--- src/rtl/ads8688_scan_seq.sv ---
// Auto-scan sequencer for the ADS8688 SPI controller: walks a channel mask, issues
// manual-channel frames and stores channel-tagged results in a small FIFO.
// Optional build macro: ADS8688_SEQ_OVF_OVERWRITE_EN (overwrite oldest entry on overflow).
module ads8688_scan_seq #(
  parameter int FIFO_DEPTH = 8,
  parameter int NUM_CH     = 8
) (
  input  logic        clk,
  input  logic        arst,
  input  logic        scan_start,
  input  logic        scan_stop,
  input  logic        scan_cont,
  input  logic [7:0]  ch_mask,
  output logic        manchn_start,
  output logic [15:0] chsel,
  input  logic        manchn_done,
  input  logic [15:0] ch_data,
  input  logic        rd_en,
  output logic [18:0] rd_data,
  output logic        rd_empty,
  output logic        fifo_full,
  output logic        overflow,
  output logic        busy
);

  localparam int AW = $clog2(FIFO_DEPTH);

  typedef enum logic [2:0] {S_IDLE, S_ISSUE, S_WAIT, S_CAPTURE, S_NEXT} state_t;

  state_t      state, state_nx;
  logic [7:0]  mask_q;
  logic        cont_q;
  logic        stop_pend;
  logic        flush_q;
  logic        prev_vld;
  logic [2:0]  cur;
  logic [2:0]  prev_ch;
  logic        done_p1;
  logic        push;
  logic        pop;
  logic        wr_en;
  logic        rd_adv;
  logic        ovf_evt;
  logic [AW:0] wr_ptr, rd_ptr;
  logic [18:0] mem [FIFO_DEPTH];

  function automatic logic [15:0] ch_cmd(input logic [2:0] ch);
    ch_cmd = 16'hC000 | (16'(ch) << 10);
  endfunction

  function automatic logic [2:0] lowest_en(input logic [7:0] m);
    lowest_en = 3'd0;
    for (int i = NUM_CH - 1; i >= 0; i--)
      if (m[i]) lowest_en = 3'(i);
  endfunction

  function automatic logic [2:0] highest_en(input logic [7:0] m);
    highest_en = 3'd0;
    for (int i = 0; i < NUM_CH; i++)
      if (m[i]) highest_en = 3'(i);
  endfunction

  // Scanning downward leaves the nearest enabled channel above c; i == NUM_CH is c itself.
  function automatic logic [2:0] next_en(input logic [7:0] m, input logic [2:0] c);
    int idx;
    next_en = c;
    for (int i = NUM_CH; i >= 1; i--) begin
      idx = (int'(c) + i) % NUM_CH;
      if (m[idx]) next_en = 3'(idx);
    end
  endfunction

  always_comb begin
    state_nx     = state;
    manchn_start = 1'b0;
    push         = 1'b0;
    case (state)
      S_IDLE:    if (scan_start && ch_mask != 8'h00) state_nx = S_ISSUE;
      S_ISSUE: begin
        manchn_start = 1'b1;
        state_nx     = S_WAIT;
      end
      S_WAIT:    if (manchn_done && !done_p1) state_nx = S_CAPTURE;
      S_CAPTURE: begin
        push     = prev_vld;
        state_nx = S_NEXT;
      end
      S_NEXT:    state_nx = flush_q ? S_IDLE : S_ISSUE;
      default:   state_nx = S_IDLE;
    endcase
  end

  assign busy = (state != S_IDLE) && !(state == S_NEXT && flush_q);

  always_ff @(posedge clk or posedge arst) begin
    if (arst) begin
      state     <= S_IDLE;
      mask_q    <= 8'h00;
      cont_q    <= 1'b0;
      stop_pend <= 1'b0;
      flush_q   <= 1'b0;
      prev_vld  <= 1'b0;
      cur       <= 3'd0;
      prev_ch   <= 3'd0;
      done_p1   <= 1'b0;
      chsel     <= 16'h0000;
      overflow  <= 1'b0;
    end else begin
      state   <= state_nx;
      done_p1 <= manchn_done;
      if (ovf_evt) overflow <= 1'b1;
      if (scan_stop && state != S_IDLE && cont_q) stop_pend <= 1'b1;
      case (state)
        S_IDLE: if (scan_start && ch_mask != 8'h00) begin
          mask_q    <= ch_mask;
          cont_q    <= scan_cont;
          stop_pend <= 1'b0;
          flush_q   <= 1'b0;
          prev_vld  <= 1'b0;
          overflow  <= 1'b0;
          cur       <= lowest_en(ch_mask);
          chsel     <= ch_cmd(lowest_en(ch_mask));
        end
        // The sample returned now belongs to the channel selected one frame earlier.
        S_CAPTURE: begin
          prev_ch  <= cur;
          prev_vld <= !flush_q;
        end
        S_NEXT: if (!flush_q) begin
          if (cont_q ? stop_pend : (cur == highest_en(mask_q))) begin
            flush_q <= 1'b1;
            chsel   <= 16'h0000;
          end else begin
            cur   <= next_en(mask_q, cur);
            chsel <= ch_cmd(next_en(mask_q, cur));
          end
        end
        default: ;
      endcase
    end
  end

  assign rd_empty  = (wr_ptr == rd_ptr);
  assign fifo_full = (wr_ptr[AW] != rd_ptr[AW]) && (wr_ptr[AW-1:0] == rd_ptr[AW-1:0]);
  assign pop       = rd_en && !rd_empty;
  assign ovf_evt   = push && fifo_full && !rd_en;

`ifdef ADS8688_SEQ_OVF_OVERWRITE_EN
  assign wr_en  = push;
  assign rd_adv = pop || (push && fifo_full);
`else
  assign wr_en  = push && (!fifo_full || pop);
  assign rd_adv = pop;
`endif

  always_ff @(posedge clk or posedge arst) begin
    if (arst) begin
      wr_ptr <= '0;
      rd_ptr <= '0;
    end else begin
      if (wr_en)  wr_ptr <= wr_ptr + 1'b1;
      if (rd_adv) rd_ptr <= rd_ptr + 1'b1;
    end
  end

  always_ff @(posedge clk) begin
    if (wr_en) mem[wr_ptr[AW-1:0]] <= {prev_ch, ch_data};
  end

  assign rd_data = rd_empty ? 19'd0 : mem[rd_ptr[AW-1:0]];

endmodule

--- config.mk ---
export PLATFORM = sky130hd
export DESIGN_NAME = ads8688_scan_seq
export DESIGN_NICKNAME = d
export VERILOG_FILES = /design/src/rtl/ads8688_scan_seq.sv
export SDC_FILE = /design/constraint.sdc
export NUM_CORES = 1
export LEC_CHECK = 0
export CAP_MARGIN = 15
export CORE_UTILIZATION = 30
export CTS_BUF_LIST = sky130_fd_sc_hd__clkbuf_4
export DETAILED_ROUTE_END_ITERATION = 8
export PLACE_DENSITY = 0.57
export REMOVE_ABC_BUFFERS = 1
export SLEW_MARGIN = 20
export SYNTH_ARGS = -nofsm -noshare
export SYNTH_HDL_FRONTEND = slang
export SYNTH_SLANG_ARGS = --single-unit
export TNS_END_PERCENT = 1
--- constraint.sdc ---
create_clock -name clk -period 3.7 [get_ports clk]
set_input_delay 0.37 -clock clk [delete_from_list [all_inputs] [get_ports clk]]
set_output_delay 0.37 -clock clk [all_outputs]
set_load 0.02 [all_outputs]
# ---- After elaboration in Yosys (flattened, before gate mapping)
# Memories as Yosys holds them, arrays and structs flattened.
# Index checks and enable logic that the tools add are counted.
dict set report totals {
  ff_bits 47
  ram_bits 152
  input_bits 31
  out_inout_bits 40
  word_cells 167
  memories 1
}
dict set report classes {
  add_sub_neg 10
  n_lt_le_gt_ge 8
  n_eq_ne 12
  n_mux 78
  bitwise_logic 8
  n_reduce_logical 37
}
# name words width read_ports rd_ports_with_merged_regs write_ports line_no
set memory_table {}
lappend memory_table {mem 8 19 1 0 1 45} ;# logic [18:0] mem [FIFO_DEPTH];
# op n
set op_table {}
lappend op_table {{$mux 3} 29}
lappend op_table {{$mux 16} 3}
lappend op_table {{$lt 4x5->1 const B} 8}
lappend op_table {{$mux 1} 32}
lappend op_table {{$pmux 16 s2} 1}
lappend op_table {{$bmux 1 s3} 8}
lappend op_table {{$reduce_or 3->1} 8}
lappend op_table {{$mux 19} 1}
lappend op_table {{$pmux 3 s5} 1}
lappend op_table {{$add 3x3->3 const B} 4}
lappend op_table {{$logic_and 1x1->1} 11}
lappend op_table {{$add 4x1->4 const B} 2}
lappend op_table {{$and 1x1->1 const A} 8}
lappend op_table {{$ne 2x2->1 const B} 4}
lappend op_table {{$reduce_and 2->1} 4}
lappend op_table {{$reduce_bool 8->1} 1}
lappend op_table {{$add 3x1->3 const B} 2}
lappend op_table {{$add 3x2->3 const B} 2}
lappend op_table {{$eq 3x2->1 const B} 2}
lappend op_table {{$eq 3x3->1} 2}
lappend op_table {{$logic_not 1->1} 6}
lappend op_table {{$pmux 3 s2} 1}
lappend op_table {{$eq 4x4->1} 1}
lappend op_table {{$pmux 1 s2} 2}
lappend op_table {{other kinds (9)} 10}

# ---- Longest topological paths before layout
# Gate-level depths: netlist (run 1).
dict set report depth {
  depth_word 17
  depth_mapped 11
  mapped_depth_nobuf 8
}

# ---- Worst setup path after synthesis (run 1)
# Ideal clock, no wire load.
dict set report synth_timing {
  kind {register -> register}
  from {register state[0]}
  to {memory mem[0][0] (enable)}
  setup_ns 0.444
  arrival_ns 3.230
  required_time_ns 3.256
  slack_ns 0.026
  stages_incl_launch_ff 8
  path_buffers 2
  synth_period_minus_slack_ns 3.674
  cell_sequence {dfrtp_1 clkbuf_1 nand3_1 inv_1 nand2_1 or2_2 clkbuf_1 nor4_1}
}
dict set report synth_via {
  elab_chain_len 5
}
# item line_no
set synth_rtl {}
lappend synth_rtl {{start, declared} 30} ;# state_t state, state_nx;
lappend synth_rtl {{start signal, assigned} 109} ;# state <= state_nx;
lappend synth_rtl {{$eq 3x2->1} 77} ;# case (state)
lappend synth_rtl {{$mux 1} 77}
lappend synth_rtl {{$logic_and 1x1->1} 152} ;# assign wr_en = push && (!fifo_full || pop);
lappend synth_rtl {{$mux 1} 167} ;# if (wr_en) mem[wr_ptr[AW-1:0]] <= {prev_ch, ch_data};
lappend synth_rtl {{$mux 1 (implied by the code)} 167}
lappend synth_rtl {{end, declared} 45}
# No other way between the ends.

# ---- Worst setup path in the final report (run 1)
dict set report layout_timing {
  from {register rd_ptr[1]}
  to {output port rd_data[9]}
}
dict set report layout_via {
  elab_chain_len 2
  elab_cells_between_ends 3
  cone_classes {eq/ne: 1; mux: 1; memory: 1}
}
# item line_no
set layout_rtl {}
lappend layout_rtl {{start, declared} 44} ;# logic [AW:0] wr_ptr, rd_ptr;
lappend layout_rtl {{start signal, assigned} 162} ;# if (rd_adv) rd_ptr <= rd_ptr + 1'b1;
lappend layout_rtl {{$mem_v2 8x19 / $eq 4x4->1 (equally long branches)} -}
lappend layout_rtl {{$mux 19 (*)} 170} ;# assign rd_data = rd_empty ? 19'd0 : mem[rd_ptr[AW-1:0]];
lappend layout_rtl {{end, declared} 19} ;# output logic [18:0] rd_data,
# Mark *: on every way between the ends. The rest lies on a longest branch, timed or not.

==> impl_metrics.json, run 1 <==
{
  "syn_area_per_cell_um2": 15.6,
  "seqPwrFrac_pct": 38.3,
  "synthFlopType": "edfxtp_1",
  "rows": 60,
  "htreeDepth": 4,
  "dieArea_um2": 28200,
  "ant_nets": 0,
  "port_buffers": 59,
  "cts_num_sinks": 187,
  "busiest_layer": "met2",
  "setup.worst_path.class": "reg -> out",
  "grt.met1_usage_pct": 16.0,
  "ys_ff_latch": 187,
  "drt_pass1_iterations": 5,
  "grt_pass1_vias": 4731,
  "vias": 4708,
  "max-vdd-ir-drop_v": 0.000392,
  "async_flop_share_pct": 18.7,
  "arrival_ns": 3.06,
  "fillers": 2547,
  "skew_ns": 0.0295,
  "cts-root-buf": "clkbuf_4",
  "use_met3_pct": 3.15,
  "setup_violations": 0,
  "hold_viol": 0,
  "die_h_um": 168,
  "start_kind": "flop",
  "coreArea_um2": 27000,
  "route.detailed.drc": 0,
  "p_clk_share_pct": 15.4,
  "antenna_found_initial": 0,
  "post_cts_buffers": 0,
  "worstHoldPathType": "in -> async",
  "power.density_nw_per_um2": 768,
  "hold_buffers": 0,
  "synthesis.area_um2": 8260,
  "drive_gt1_share_pct": 18.3,
  "crit_path_end_kind": "output port",
  "path_clk_slew_ns": 0.18,
  "finalMaxSlewViolations": 0,
  "grt.total_usage_pct": 12.8,
  "gp_congestion": 0.870,
  "grt_overflow": 0,
  "ios": 71,
  "finalCriticalPeriod_ns": 3.43,
  "worstPathMaxFanout": 30,
  "vias_per_cell": 4.99,
  "clock_path_buffers": 2,
  "cts_tree": "done",
  "syn-instance-count": 528,
  "drt_iter0_markers": 458,
  "seq_area_frac_synth_pct": 65.9,
  "area_growth_pct": 15.8,
  "dp_hpwl_um": 10700,
  "comb_power_share_pct": 46.3,
  "rsz0062_at_grt": "no",
  "critPathMaxStageDelay_ns": 0.74,
  "grt_pass1_wl_um": 27000,
  "yosysWarnings": 0,
  "start_util_pct": 30.6,
  "fmax_mhz": 291,
  "cp_cell_sequence": "buf_4 > mux4_2 > mux2i_1 > nor2_1 > clkdlybuf4s50_1",
  "power.internal_mw": 4.45,
  "die_w_um": 168,
  "relSlewSlack_pct": 57.6,
  "synth_cell_types": 58,
  "clk-insertion-delay-late_ns": 0.59,
  "tightest_slew_ns": 0.634,
  "p_leak_nw": 3.29,
  "wl_um": 17300,
  "utilization_pct": 35.5,
  "timing.hold.ws_ns": 0.0848,
  "period_share_pct": 92.8,
  "cts_resized": 0,
  "num-nets-final": 624,
  "grt.met2_usage_pct": 22.3,
  "outcome": "completed",
  "cts_buffers": 17,
  "synth_edf_count": 152,
  "grt_max_degree": 31,
  "routedWlPerCell_um": 18.3,
  "num_antenna_cells": 0,
  "critPathSlowestCell": "dfrtp_1",
  "p_total_mw": 7.34,
  "p_sw_mw": 2.89,
  "switching_share_pct": 39.4,
  "cp.required_ns": 3.33,
  "drv_cap": 0
}
flip-flops by register name, indices dropped and copies added, names as in the netlist:
signal and flops:
overflow 1, prev_ch 3, prev_vld 1, cont_q 1, state 3, mask_q 8, done_p1 1, rd_ptr 4
chsel 4, stop_pend 1, cur 3, mem 152, flush_q 1, wr_ptr 4
cell type report:
cell class / count / area (µm²) / share of cell area [%]
clock inverter: 14 / 165 / 1.73
sequential: 187 / 5440 / 56.9
multi-input combinational: 293 / 2600 / 27.2
clock buffer: 18 / 135 / 1.41
timing repair buffer: 74 / 728 / 7.62
inverter: 16 / 60.1 / 0.628
tap: 341 / 427 / 4.46
power by group through the flow:
stage / logic, mW / clock network [mW] / registers [mW]
2_1_floorplan: 2.15 / 0 / 2.95
3_3_place_gp: 3.36 / 0 / 2.84
3_5_place_dp: 3.41 / 0 / 2.86
4_1_cts: 3.43 / 1.16 / 2.81
5_1_grt: 3.67 / 1.26 / 2.85
6_report: 3.40 / 1.13 / 2.81
per-layer routing:
metal,vias to the layer above,part of all wire [%]
met5,-,0
met4,0,1.0
met3,25,5.4
met2,144,50
met1,2393,43
li1,2146,-
cell families after synthesis:
group	count (synthesis)	share of synthesized area [%]
flip-flops	187	65.9
AND/OR/NAND/NOR	130	7.23
multiplexers	75	16.4
AO/OA/AOI/OAI	59	4.96
buffers and inverters	58	3.41
XOR/XNOR	14	1.49
adder cells (fa/ha/maj)	4	0.606
other	1	0.0454
critical path: cells and delay by family, from the launching register on:
family | cells | cell delay [ns]
buffers and inverters | 2 | 1.06
flip-flops | 1 | 0.74
multiplexers | 2 | 0.61
AND/OR/NAND/NOR | 1 | 0.08
through the flow:
stage / setup slack (ns) / instances / cell area, µm² / setup TNS [ns]
floorplan: -1.08 / 496 / 8070 / -63.17
global placement: 0.692 / 911 / 9260 / 0
detailed placement: 0.577 / 911 / 9260 / 0
CTS: 0.174 / 943 / 9560 / 0
global route: 0.0761 / 943 / 9560 / 0
finish: 0.268 / 943 / 9560 / 0
path summary, 6_finish.rpt:
path                                  startpoint                     to  cells after the start  slack, ns
setup reg to reg              cur[1]$_DFFE_PP0P_     cur[0]$_DFFE_PP0P_                      8       0.51
hold / removal                              arst  chsel[12]$_DFFE_PP0P_                      2       0.08
max in group asynchronous                   arst  rd_ptr[0]$_DFFE_PP0P_                      3       2.85
min in group clk                     manchn_done      done_p1$_DFF_PP0_                      1       0.25
setup / recovery           rd_ptr[1]$_DFFE_PP0P_             rd_data[9]                      5       0.27
hold reg to reg              flush_q$_DFFE_PP0P_   prev_vld$_DFFE_PP0P_                      1       0.51
cell usage after synthesis, drive strengths merged (2+ instances only):
| master | n | share of area, % |
|---|---|---|
| edfxtp | 152 | 55 |
| nand2 | 48 | 2.2 |
| mux4 | 47 | 13 |
| nor2 | 37 | 1.7 |
| dfrtp | 35 | 11 |
| buf | 26 | 2.0 |
| mux2i | 24 | 3.0 |
| clkbuf | 16 | 0.73 |
| inv | 16 | 0.73 |
| o21ai | 16 | 0.97 |
| xnor2 | 10 | 1.1 |
| nor3 | 9 | 0.55 |
| a21oi | 8 | 0.49 |
| a31oi | 6 | 0.45 |
| nand3 | 6 | 0.36 |
| a221oi | 5 | 0.53 |
| nand2b | 5 | 0.38 |
| and2 | 4 | 0.30 |
| ha | 4 | 0.61 |
| mux2 | 4 | 0.59 |
| nand4 | 4 | 0.30 |
| o31ai | 4 | 0.36 |
| xor2 | 4 | 0.42 |
| a21o | 3 | 0.27 |
| nor4 | 3 | 0.23 |
| a2111o | 2 | 0.27 |
| and3 | 2 | 0.15 |
| nand3b | 2 | 0.18 |
| nor2b | 2 | 0.15 |
| nor3b | 2 | 0.18 |
| o2111ai | 2 | 0.21 |
| o311ai | 2 | 0.30 |
| or4 | 2 | 0.18 |
cell usage in the layout, fill, tap and decap left out, types with 5 or more instances in the layout:
cell	n
a21oi_1	8
a221oi_1	5
a31oi_1	6
buf_4	13
clkbuf_4	18
clkdlybuf4s50_1	59
conb_1	11
dfrtp_1	34
edfxtp_1	152
inv_1	15
inv_8	5
mux2i_1	23
mux4_2	47
nand2_1	48
nand2b_1	5
nand3_1	6
nor2_1	37
nor3_1	5
o21ai_0	13
xnor2_1	10
Power figures use the tool's default switching activity.
==> run 2: changes to the inputs <==
--- a/config.mk
+++ b/config.mk
@@ -6,10 +6,11 @@
 export NUM_CORES = 1
 export LEC_CHECK = 0
 export CAP_MARGIN = 15
-export CORE_UTILIZATION = 30
+export CORE_UTILIZATION = 54
 export CTS_BUF_LIST = sky130_fd_sc_hd__clkbuf_4
 export DETAILED_ROUTE_END_ITERATION = 8
-export PLACE_DENSITY = 0.57
+export PLACE_DENSITY = 0.86
+export RECOVER_POWER = 50
 export REMOVE_ABC_BUFFERS = 1
 export SLEW_MARGIN = 20
 export SYNTH_ARGS = -nofsm -noshare
==> run 2 against run 1 <==
  * The flow now finishes with violations (DRC, capacitance limit, slew limit)
  * Global-route usage up 9.2 points
  * Worst hold slack better by 0.26 ns
  * Design area down 2.5%
  * Flip-flop and latch count unchanged
  * Clock power down 4%
  * Via count up 0.34%
  * First-iteration DRC count down 36%
  * Count of clock-buffer cells in the layout up 1
  * Largest power group unchanged
==> impl_metrics.json, run 2 (synthesized netlist as in run 1, its figures left out) <==
{
  "drt_pass1_iterations": 9,
  "seqPwrFrac_pct": 38.1,
  "cts_num_sinks": 187,
  "failed_checks": "DRC, capacitance limit, slew limit",
  "cts_resized": 0,
  "routedWlPerCell_um": 20.8,
  "num-nets-final": 625,
  "worstHoldStart": "scan_cont",
  "tightest_slew_ns": 1.90,
  "path_clk_slew_ns": 0.14,
  "arrival_ns": 2.96,
  "ant_nets": 0,
  "wl_um": 16300,
  "start_kind": "flop",
  "cp.required_ns": 3.33,
  "route.detailed.drc": 5,
  "clock_path_buffers": 2,
  "p_clk_share_pct": 14.9,
  "worstPathMaxFanout": 24,
  "num_antenna_cells": 0,
  "post_cts_buffers": 0,
  "hold_buffers": 0,
  "cp-startpoint": "rd_ptr[0]$_DFFE_PP0P_",
  "skew_ns": 0.0221,
  "fin_setup_tns_ns": 0,
  "cts-root-buf": "clkbuf_4",
  "setup_violations": 0,
  "htreeDepth": 4,
  "finalMaxSlewViolations": 36,
  "area_growth_pct": 12.8,
  "fillers": 1026,
  "period_share_pct": 90.0,
  "antenna_found_initial": 0,
  "gp_congestion": 0.888,
  "max-vdd-ir-drop_v": 0.000493,
  "vias_per_cell": 6.01,
  "pre_cts_slack_ns": 0.871,
  "drt_iter0_markers": 292,
  "crit_path_end_kind": "output port",
  "grt_max_degree": 42,
  "final_cell_mix": "edfxtp_1, nand2_1, mux4_2, clkdlybuf4s50_1, nor2_1",
  "fmax_mhz": 300,
  "rows": 44,
  "hold_viol": 0,
  "placed_cells_incl_taps": 755,
  "largest_reg_flops": 152,
  "dieArea_um2": 15800,
  "outcome": "complete, but fails checks",
  "clk-insertion-delay-late_ns": 0.57,
  "grt_pass1_wl_um": 25900,
  "finalCriticalPeriod_ns": 3.33,
  "grt_pass1_vias": 4916,
  "coreArea_um2": 14700,
  "vias": 4724,
  "power.density_nw_per_um2": 780,
  "power.internal_mw": 4.53,
  "rsz0062_at_grt": "no",
  "setup.worst_path.class": "reg -> out",
  "die_w_um": 126,
  "p_leak_nw": 3.27,
  "instances_no_fill": 786,
  "die_h_um": 126,
  "setup_ws_ns": 0.371,
  "start_util_pct": 56.2,
  "mostFrequentLayoutCell": "edfxtp_1",
  "dp_hpwl_um": 10500,
  "drive_gt1_share_pct": 17.8,
  "relSlewSlack_pct": -26.7,
  "drv_cap": 1,
  "ios": 71,
  "comb_power_share_pct": 47.0,
  "p_sw_mw": 2.74,
  "cts_tree": "done",
  "grt.total_usage_pct": 22.0,
  "grt_overflow": 0,
  "reg2reg_from": "cur[1]$_DFFE_PP0P_",
  "switching_share_pct": 37.7,
  "worstHoldPathType": "in -> reg",
  "port_buffers": 59,
  "cts_buffers": 17
}
==> run 2: path summary, 6_finish.rpt <==
check                                        endpoint  slack (ns)  cells after the start
worst min-delay path               cont_q$_DFFE_PP0P_        0.35                      3
worst max register to register     cur[0]$_DFFE_PP0P_        0.83                      8
worst min register to register  rd_ptr[3]$_DFFE_PP0P_        0.51                      1
min in group asynchronous       rd_ptr[2]$_DFFE_PP0P_        0.91                      3
max in group asynchronous       rd_ptr[0]$_DFFE_PP0P_        1.58                      3
worst max-delay path                       rd_data[1]        0.37                      5
==> run 2: metal layers <==
metal | vias to the layer above | GRT usage (%) | routed length [µm]
met4 | 0 | 8.32 | 270
met3 | 26 | 4.84 | 1050
met1 | 2363 | 27.7 | 6450
met2 | 187 | 37.5 | 8560
met5 | - | 0 | 0
li1 | 2148 | - | -
==> run 2: stage by stage <==
| step | util [%] | total power, mW | instance area, µm² | hold slack [ns] |
|---|---|---|---|---|
| 3_5_place_dp | 61.5 | 6.23 | 9040 | 0.485 |
| 2_1_floorplan | - | 5.10 | 8070 | 0.401 |
| 4_1_cts | 63.4 | 7.31 | 9320 | 0.168 |
| 3_3_place_gp | 61.5 | 6.14 | 9040 | 0.477 |
| 5_1_grt | 63.4 | 7.66 | 9320 | 0.346 |
| 6_report | 63.4 | 7.26 | 9320 | 0.349 |
==> run 2: critical path, stage by stage (launching register included) <==
cell	delay (ns)
dfrtp_2	0.54
buf_4	0.47
mux4_2	0.59
mux2i_1	0.15
nor2_1	0.07
clkdlybuf4s50_1	0.55
==> run 2: cell type report <==
| class | instances | area, µm² | area share (%) |
|---|---|---|---|
| sequential | 187 | 5440 | 58.4 |
| clock buffer | 19 | 143 | 1.53 |
| multi-input combinational | 293 | 2600 | 27.9 |
| clock inverter | 12 | 138 | 1.48 |
| tap | 184 | 230 | 2.47 |
| timing repair buffer | 75 | 703 | 7.55 |
| inverter | 16 | 60.1 | 0.645 |
==> run 2: power by group through the flow <==
stage	logic [mW]	clock network, mW	registers [mW]
2_1_floorplan	2.15	0	2.95
3_5_place_dp	3.42	0	2.81
5_1_grt	3.69	1.18	2.80
4_1_cts	3.44	1.11	2.76
6_report	3.41	1.08	2.77
3_3_place_gp	3.36	0	2.79
